===== src/rtl/imem_loader_if.sv =====
// rtl/imem_loader_if.sv - byte stream and instruction memory write port bundle
//
// Signals:
//   in_data  [7:0]  stream byte                           (master -> slave)
//   in_valid        in_data is valid                      (master -> slave)
//   in_ready        loader accepts a byte this cycle      (slave -> master)
//   im_we           instruction memory write enable pulse (slave -> master)
//   im_addr [31:0]  word-aligned byte address of write    (slave -> master)
//   im_wd   [31:0]  word to write                         (slave -> master)
// master: stream source plus instruction memory side; slave: imem_loader.
interface imem_loader_if;
  logic [7:0]  in_data;
  logic        in_valid;
  logic        in_ready;
  logic        im_we;
  logic [31:0] im_addr;
  logic [31:0] im_wd;

  modport master (
    output in_data, in_valid,
    input  in_ready, im_we, im_addr, im_wd
  );

  modport slave (
    input  in_data, in_valid,
    output in_ready, im_we, im_addr, im_wd
  );
endinterface


===== src/rtl/imem_loader.sv =====
// rtl/imem_loader.sv - boot-time byte-stream loader for instruction memory
//
// Accepts a stream of: 2-byte little-endian word count N, 4N little-endian
// data bytes and, with IMEM_CHECKSUM_EN defined, one XOR checksum byte.
// Each assembled word is written to consecutive word-aligned addresses.
// The CPU is held in reset until the load completes.
//
// Parameters:
//   ADDR_WIDTH  word-address bits (2^ADDR_WIDTH words of instruction memory)
// Ports:
//   clk        clock, rising edge
//   reset      synchronous active-high reset
//   bus        imem_loader_if.slave: in_data/in_valid/in_ready stream,
//              im_we/im_addr/im_wd write port
//   cpu_reset  high until the load has completed successfully
//   done       load completed successfully
//   error      load rejected (count too large or checksum mismatch)
// Configuration macro: IMEM_CHECKSUM_EN enables the trailing checksum byte.
module imem_loader #(
  parameter int ADDR_WIDTH = 6
) (
  input  logic         clk,
  input  logic         reset,
  imem_loader_if.slave bus,
  output logic         cpu_reset,
  output logic         done,
  output logic         error
);

  typedef enum logic [2:0] {
    HDR0,
    HDR1,
    DATA,
    WRITE,
`ifdef IMEM_CHECKSUM_EN
    CSUM,
`endif
    DONE,
    ERR
  } state_t;

  // State entered once all words are written (or N == 0).
`ifdef IMEM_CHECKSUM_EN
  localparam state_t LOAD_END = CSUM;
`else
  localparam state_t LOAD_END = DONE;
`endif

  localparam logic [16:0]         MAX_WORDS = 17'd1 << ADDR_WIDTH;
  localparam logic [ADDR_WIDTH:0] IDX_ONE   = 1;

  state_t              state;
  state_t              state_nx;
  logic [7:0]          count_lo;
  logic [15:0]         count;
  logic [31:0]         word_q;
  logic [ADDR_WIDTH:0] word_idx;   // one extra bit so N = 2^ADDR_WIDTH fits
  logic [1:0]          byte_cnt;
  logic                accepting;
  logic                accept;
  logic [16:0]         hdr_count;
  logic                last_word;
`ifdef IMEM_CHECKSUM_EN
  logic [7:0]          csum_q;
`endif

  always_comb begin
    accepting = 1'b0;
    case (state)
      HDR0, HDR1, DATA: accepting = 1'b1;
`ifdef IMEM_CHECKSUM_EN
      CSUM:             accepting = 1'b1;
`endif
      default:          accepting = 1'b0;
    endcase
  end

  // Ready depends only on state and reset, never on in_valid.
  assign bus.in_ready = accepting && !reset;
  assign accept       = bus.in_valid && bus.in_ready;

  // Full count as seen while the high header byte is on the bus.
  assign hdr_count = {1'b0, bus.in_data, count_lo};
  assign last_word = (17'(word_idx) + 17'd1) == {1'b0, count};

  assign bus.im_we   = (state == WRITE);
  assign bus.im_addr = 32'({word_idx, 2'b00});
  assign bus.im_wd   = word_q;
  assign cpu_reset   = (state != DONE);
  assign done        = (state == DONE);
  assign error       = (state == ERR);

  always_ff @(posedge clk) begin
    if (reset) begin
      state <= HDR0;
    end else begin
      state <= state_nx;
    end
  end

  always_comb begin
    state_nx = state;
    case (state)
      HDR0: if (accept) state_nx = HDR1;
      HDR1: begin
        if (accept) begin
          if (hdr_count > MAX_WORDS)    state_nx = ERR;
          else if (hdr_count == 17'd0)  state_nx = LOAD_END;
          else                          state_nx = DATA;
        end
      end
      DATA:  if (accept && byte_cnt == 2'd3) state_nx = WRITE;
      WRITE: state_nx = last_word ? LOAD_END : DATA;
`ifdef IMEM_CHECKSUM_EN
      CSUM: begin
        if (accept) state_nx = (bus.in_data == csum_q) ? DONE : ERR;
      end
`endif
      default: state_nx = state;
    endcase
  end

  always_ff @(posedge clk) begin
    if (reset) begin
      count_lo <= 8'd0;
      count    <= 16'd0;
      word_q   <= 32'd0;
      word_idx <= '0;
      byte_cnt <= 2'd0;
`ifdef IMEM_CHECKSUM_EN
      csum_q   <= 8'd0;
`endif
    end else begin
`ifdef IMEM_CHECKSUM_EN
      if (accept) csum_q <= csum_q ^ bus.in_data;
`endif
      if (state == HDR0 && accept) count_lo <= bus.in_data;
      if (state == HDR1 && accept) count <= {bus.in_data, count_lo};
      if (state == DATA && accept) begin
        // Shift in from the top so the first byte ends up in [7:0].
        word_q   <= {bus.in_data, word_q[31:8]};
        byte_cnt <= byte_cnt + 2'd1;
      end
      if (state == WRITE) word_idx <= word_idx + IDX_ONE;
    end
  end

endmodule


===== src/flat_wrapper.sv =====
// flat-port wrapper written by rule: the top's interface ports become plain ports
module imem_loader_flat 
#(
  parameter int ADDR_WIDTH = 6
)
  (clk, reset, cpu_reset, done, error, bus_in_data, bus_in_valid, bus_in_ready, bus_im_we, bus_im_addr, bus_im_wd);
  imem_loader_if bus_i ();
  input  logic clk;
  input  logic reset;
  output logic cpu_reset;
  output logic done;
  output logic error;
  input wire logic [$bits(bus_i.in_data)-1:0] bus_in_data;
  input wire logic [$bits(bus_i.in_valid)-1:0] bus_in_valid;
  output wire logic [$bits(bus_i.in_ready)-1:0] bus_in_ready;
  output wire logic [$bits(bus_i.im_we)-1:0] bus_im_we;
  output wire logic [$bits(bus_i.im_addr)-1:0] bus_im_addr;
  output wire logic [$bits(bus_i.im_wd)-1:0] bus_im_wd;
  assign bus_i.in_data = bus_in_data;
  assign bus_i.in_valid = bus_in_valid;
  assign bus_in_ready = bus_i.in_ready;
  assign bus_im_we = bus_i.im_we;
  assign bus_im_addr = bus_i.im_addr;
  assign bus_im_wd = bus_i.im_wd;
  imem_loader #(.ADDR_WIDTH(ADDR_WIDTH)) u_core (.clk(clk), .reset(reset), .bus(bus_i), .cpu_reset(cpu_reset), .done(done), .error(error));
endmodule

===== config.mk =====
export PLATFORM = sky130hd
export DESIGN_NAME = imem_loader_flat
export DESIGN_NICKNAME = d
export VERILOG_FILES = /design/src/rtl/imem_loader_if.sv /design/src/rtl/imem_loader.sv /design/src/flat_wrapper.sv
export SDC_FILE = /design/constraint.sdc
export NUM_CORES = 1
export LEC_CHECK = 0
export ABC_AREA = 1
export BUFFER_PORTS_ARGS = -buffer_cell sky130_fd_sc_hd__buf_4
export CAP_MARGIN = 20
export CORE_MARGIN = 2
export CORE_UTILIZATION = 40
export CTS_BUF_LIST = sky130_fd_sc_hd__clkbuf_8 sky130_fd_sc_hd__clkbuf_16
export DETAILED_ROUTE_END_ITERATION = 12
export PLACE_DENSITY = 0.65
export SYNTH_ARGS = -nofsm -noshare
export SYNTH_HDL_FRONTEND = slang
export SYNTH_SLANG_ARGS = --single-unit

===== constraint.sdc =====
create_clock -name clk -period 1.8 [get_ports clk]
set_input_delay 0.18 -clock clk [delete_from_list [all_inputs] [get_ports clk]]
set_output_delay 0.18 -clock clk [all_outputs]
set_load 0.005 [all_outputs]

==> impl_metrics.py <==
metrics = {
    "status": {
        "outcome": "finished clean",
    },
    "logic_synthesis": {
        "synth_area_leader_cell": "dfxtp_1",
        "ys_ff_latch": 68,
        "ys_seq_area_share_pct": 44.8,
        "yosysUniqueCellTypes": 30,
        "syn_avg_cell_area_um2": 7.27,
        "synth.top_cell.area_share_pct": 44.8,
        "async_reset_ff_share_pct": 0,
        "yosysWarnings": 0,
        "syn_inst": 418,
        "synth_edf_count": 0,
        "syn_area_um2": 3040,
        "ys.flop_type": "dfxtp_1",
        "yosys-top-cells-count": "nor2_1 (86), dfxtp_1 (68), nand2_1 (44), a21oi_1 (39), inv_1 (33)",
        "yosysMostFrequentCell": "nor2_1",
        "synthTopCellsByArea": "dfxtp_1 (45%), nor2_1 (11%), buf_4 (7.2%), a21oi_1 (6.4%), nand2_1 (5.4%)",
    },
    "sta": {
        "layout_min_cycle_time_ns": 1.62,
        "setup_viol": 0,
        "hold_viol_final": 0,
        "timing.final.ws_setup_ns": 0.183,
        "period_share_pct": 89.8,
        "tns_ns": 0,
        "finClkSkew_ns": 0.00931,
        "drv_slew": 0,
        "max_freq_mhz": 618,
    },
    "power_and_ir_drop": {
        "p_seq_share_pct": 54.4,
        "switching_share_pct": 26.5,
        "pwr-share-clk_pct": 37.9,
        "cellLeakagePower_nw": 1.73,
        "internal-power_mw": 2.11,
        "pwr-share-comb_pct": 7.7,
        "ir_worst_vdd_mv": 0.456,
        "p_switching_mw": 0.758,
        "p_per_area_nw_per_um2": 792,
    },
    "worst_hold_path": {
        "whs_endpoint": "u_core.state[2]$_SDFFE_PP0P_",
        "min-delay-start": "reset",
        "hold_path.class": "in -> reg",
        "hold_path_depth": 2,
    },
    "clocking": {
        "cts_root_buffer": "clkbuf_8",
        "clock_latency_ns": 0.34,
        "clk_pin_slew_worst_paths_ns": 0.07,
        "cts.sinks": 68,
        "htree_levels": 3,
        "numCtsBuffers": 9,
        "postCtsSetupBuffers": 0,
        "cts_tree": "done",
        "cts_max_path_buffers": 2,
        "hold_buffers": 0,
    },
    "grt": {
        "grt_pass1_vias": 2501,
        "grt_pass1_wl_mm": 11.2,
        "antenna_found_initial": 0,
        "overflow": 0,
        "grt_max_degree": 57,
        "grt_use_total_pct": 16.6,
    },
    "floorplanning": {
        "die_width_um": 91.2,
        "start_util_pct": 41.7,
        "coreArea_um2": 7290,
        "row_count": 31,
        "die_area_um2": 8310,
        "die_y_um": 91.2,
        "io-pin-count": 80,
    },
    "worst_setup_path": {
        "reg2reg_to": "u_core.state[2]$_SDFFE_PP0P_",
        "worstSetupStartpointType": "flop",
        "critical_path_class": "reg -> reg",
        "crit_path_max_fanout": 2,
        "ff2ff_setup_slack_ns": 0.18,
        "reg2regPathDepth": 13,
        "r2r_start": "u_core.word_idx[0]$_SDFFE_PP0P_",
        "end_kind": "flop",
        "crit_arrival_ns": 1.90,
        "required_ns": 2.08,
    },
    "finish": {
        "nets": 484,
        "fin_cells": 574,
        "diodes": 0,
        "final.fill_count": 755,
        "area_delta_synth_final_pct": 19.1,
        "multi_input_area_um2": 1350,
        "drive_gt1_share_pct": 20.4,
        "regArea_um2": 1360,
        "design_area_um2": 3620,
    },
    "drt": {
        "avgViaCountPerCell": 4.73,
        "drt-wirelength-per-cell_um": 11.6,
        "ant_nets": 0,
        "vias": 2716,
        "drt_iter0_markers": 138,
        "firstDrtPassIters": 4,
        "drt_wl_total_mm": 6.66,
        "drcViolationCount": 0,
    },
    "place": {
        "port_buffers": 54,
        "place_area_um2": 3450,
        "dp_cells": 559,
        "place_congestion": 0.877,
        "dpl.hpwl_mm": 4.69,
        "pre_cts_slack_ns": 0.173,
    },
    "job": {
        "drv_cap": 0,
    },
}
## stage by stage
step / power, mW / hold slack (ns) / utilization, %
final: 2.87 / 0.103 / 49.6
after global routing: 3.01 / 0.0949 / 49.6
after CTS: 2.89 / 0.0915 / 49.5
after detailed placement: 1.81 / 0.464 / 47.3
after global placement: 1.81 / 0.453 / 47.3
after floorplan: 1.78 / 0.242 / -
## sequential cells by signal (all words and copies together), names as in the netlist
name	flops
u_core.bus.im_wd	32
u_core.byte_cnt	2
u_core.count	16
u_core.count_lo	8
u_core.state	3
u_core.word_idx	7
## cell usage in the layout, fill, tap and decap left out, drive strengths merged
cell,instances
nor2,91
conb,25
nor4,1
clkbuf,9
dfxtp,68
o211ai,2
o21ai,55
inv,39
buf,61
ha,2
o22ai,1
o21bai,2
clkinv,4
nand4,4
clkinvlp,2
a21oi,40
nand3,18
and2,1
xnor2,1
nor3,2
nand2,47
## worst max path at each step
stage | startpoint | endpoint | cells after the start
after floorplan | u_core.word_idx[0]$_SDFFE_PP0P_ | u_core.state[2]$_SDFFE_PP0P_ | 11
after global placement | u_core.word_idx[0]$_SDFFE_PP0P_ | u_core.state[2]$_SDFFE_PP0P_ | 13
after detailed placement | u_core.word_idx[0]$_SDFFE_PP0P_ | u_core.state[2]$_SDFFE_PP0P_ | 13
after CTS | u_core.word_idx[0]$_SDFFE_PP0P_ | u_core.state[2]$_SDFFE_PP0P_ | 13
after global routing | u_core.word_idx[0]$_SDFFE_PP0P_ | u_core.state[2]$_SDFFE_PP0P_ | 13
final | u_core.word_idx[0]$_SDFFE_PP0P_ | u_core.state[2]$_SDFFE_PP0P_ | 13
## power by group through the flow
| stage | combinational [mW] | clock (mW) | sequential (mW) |
|---|---|---|---|
| floorplan | 0.187 | 0 | 1.59 |
| global placement | 0.216 | 0 | 1.59 |
| detailed placement | 0.218 | 0 | 1.59 |
| CTS | 0.219 | 1.11 | 1.56 |
| global route | 0.250 | 1.20 | 1.56 |
| finish | 0.219 | 1.09 | 1.56 |
## area by class of cell
type	instances	area share, %
repair buffers	61	13.0
clock buffers	9	3.42
multi-input cells	292	37.3
flip-flops and latches	68	37.6
clock inverters	6	1.18
inverters	39	4.04
well taps	99	3.42
## timing repair
action	in CTS	in global routing
endpoints found under the hold margin	0	0
setup endpoints to repair	0	1
resized for setup	0	3
## metal layers
layer / part of all wire, % / global-route usage, %
met1: 46 / 19.9
met3: 6.3 / 6.22
met4: 1.0 / 4.55
met5: 0 / 0
met2: 47 / 28.0
## worst max-delay path, cell delays in order (launching register included)
cell	delay, ns
dfxtp_1	0.32
ha_2	0.32
inv_1	0.05
nand2_1	0.05
nand2_1	0.05
nor2_1	0.08
nand2_1	0.07
nor2_2	0.10
nand3_1	0.09
nor2_2	0.11
nand4_1	0.08
nand2_1	0.07
nand2_1	0.06
a21oi_2	0.11
## logic make-up after synthesis
group / Yosys count / synth area share, %
AND/OR/NAND/NOR: 164 / 22.7
AO/OA/AOI/OAI: 100 / 17.3
buffers and inverters: 82 / 14.0
flip-flops: 68 / 44.8
adder cells (fa/ha/maj): 2 / 0.823
XOR/XNOR: 1 / 0.288
other: 1 / 0.123
(Power assumes the default switching activity.)
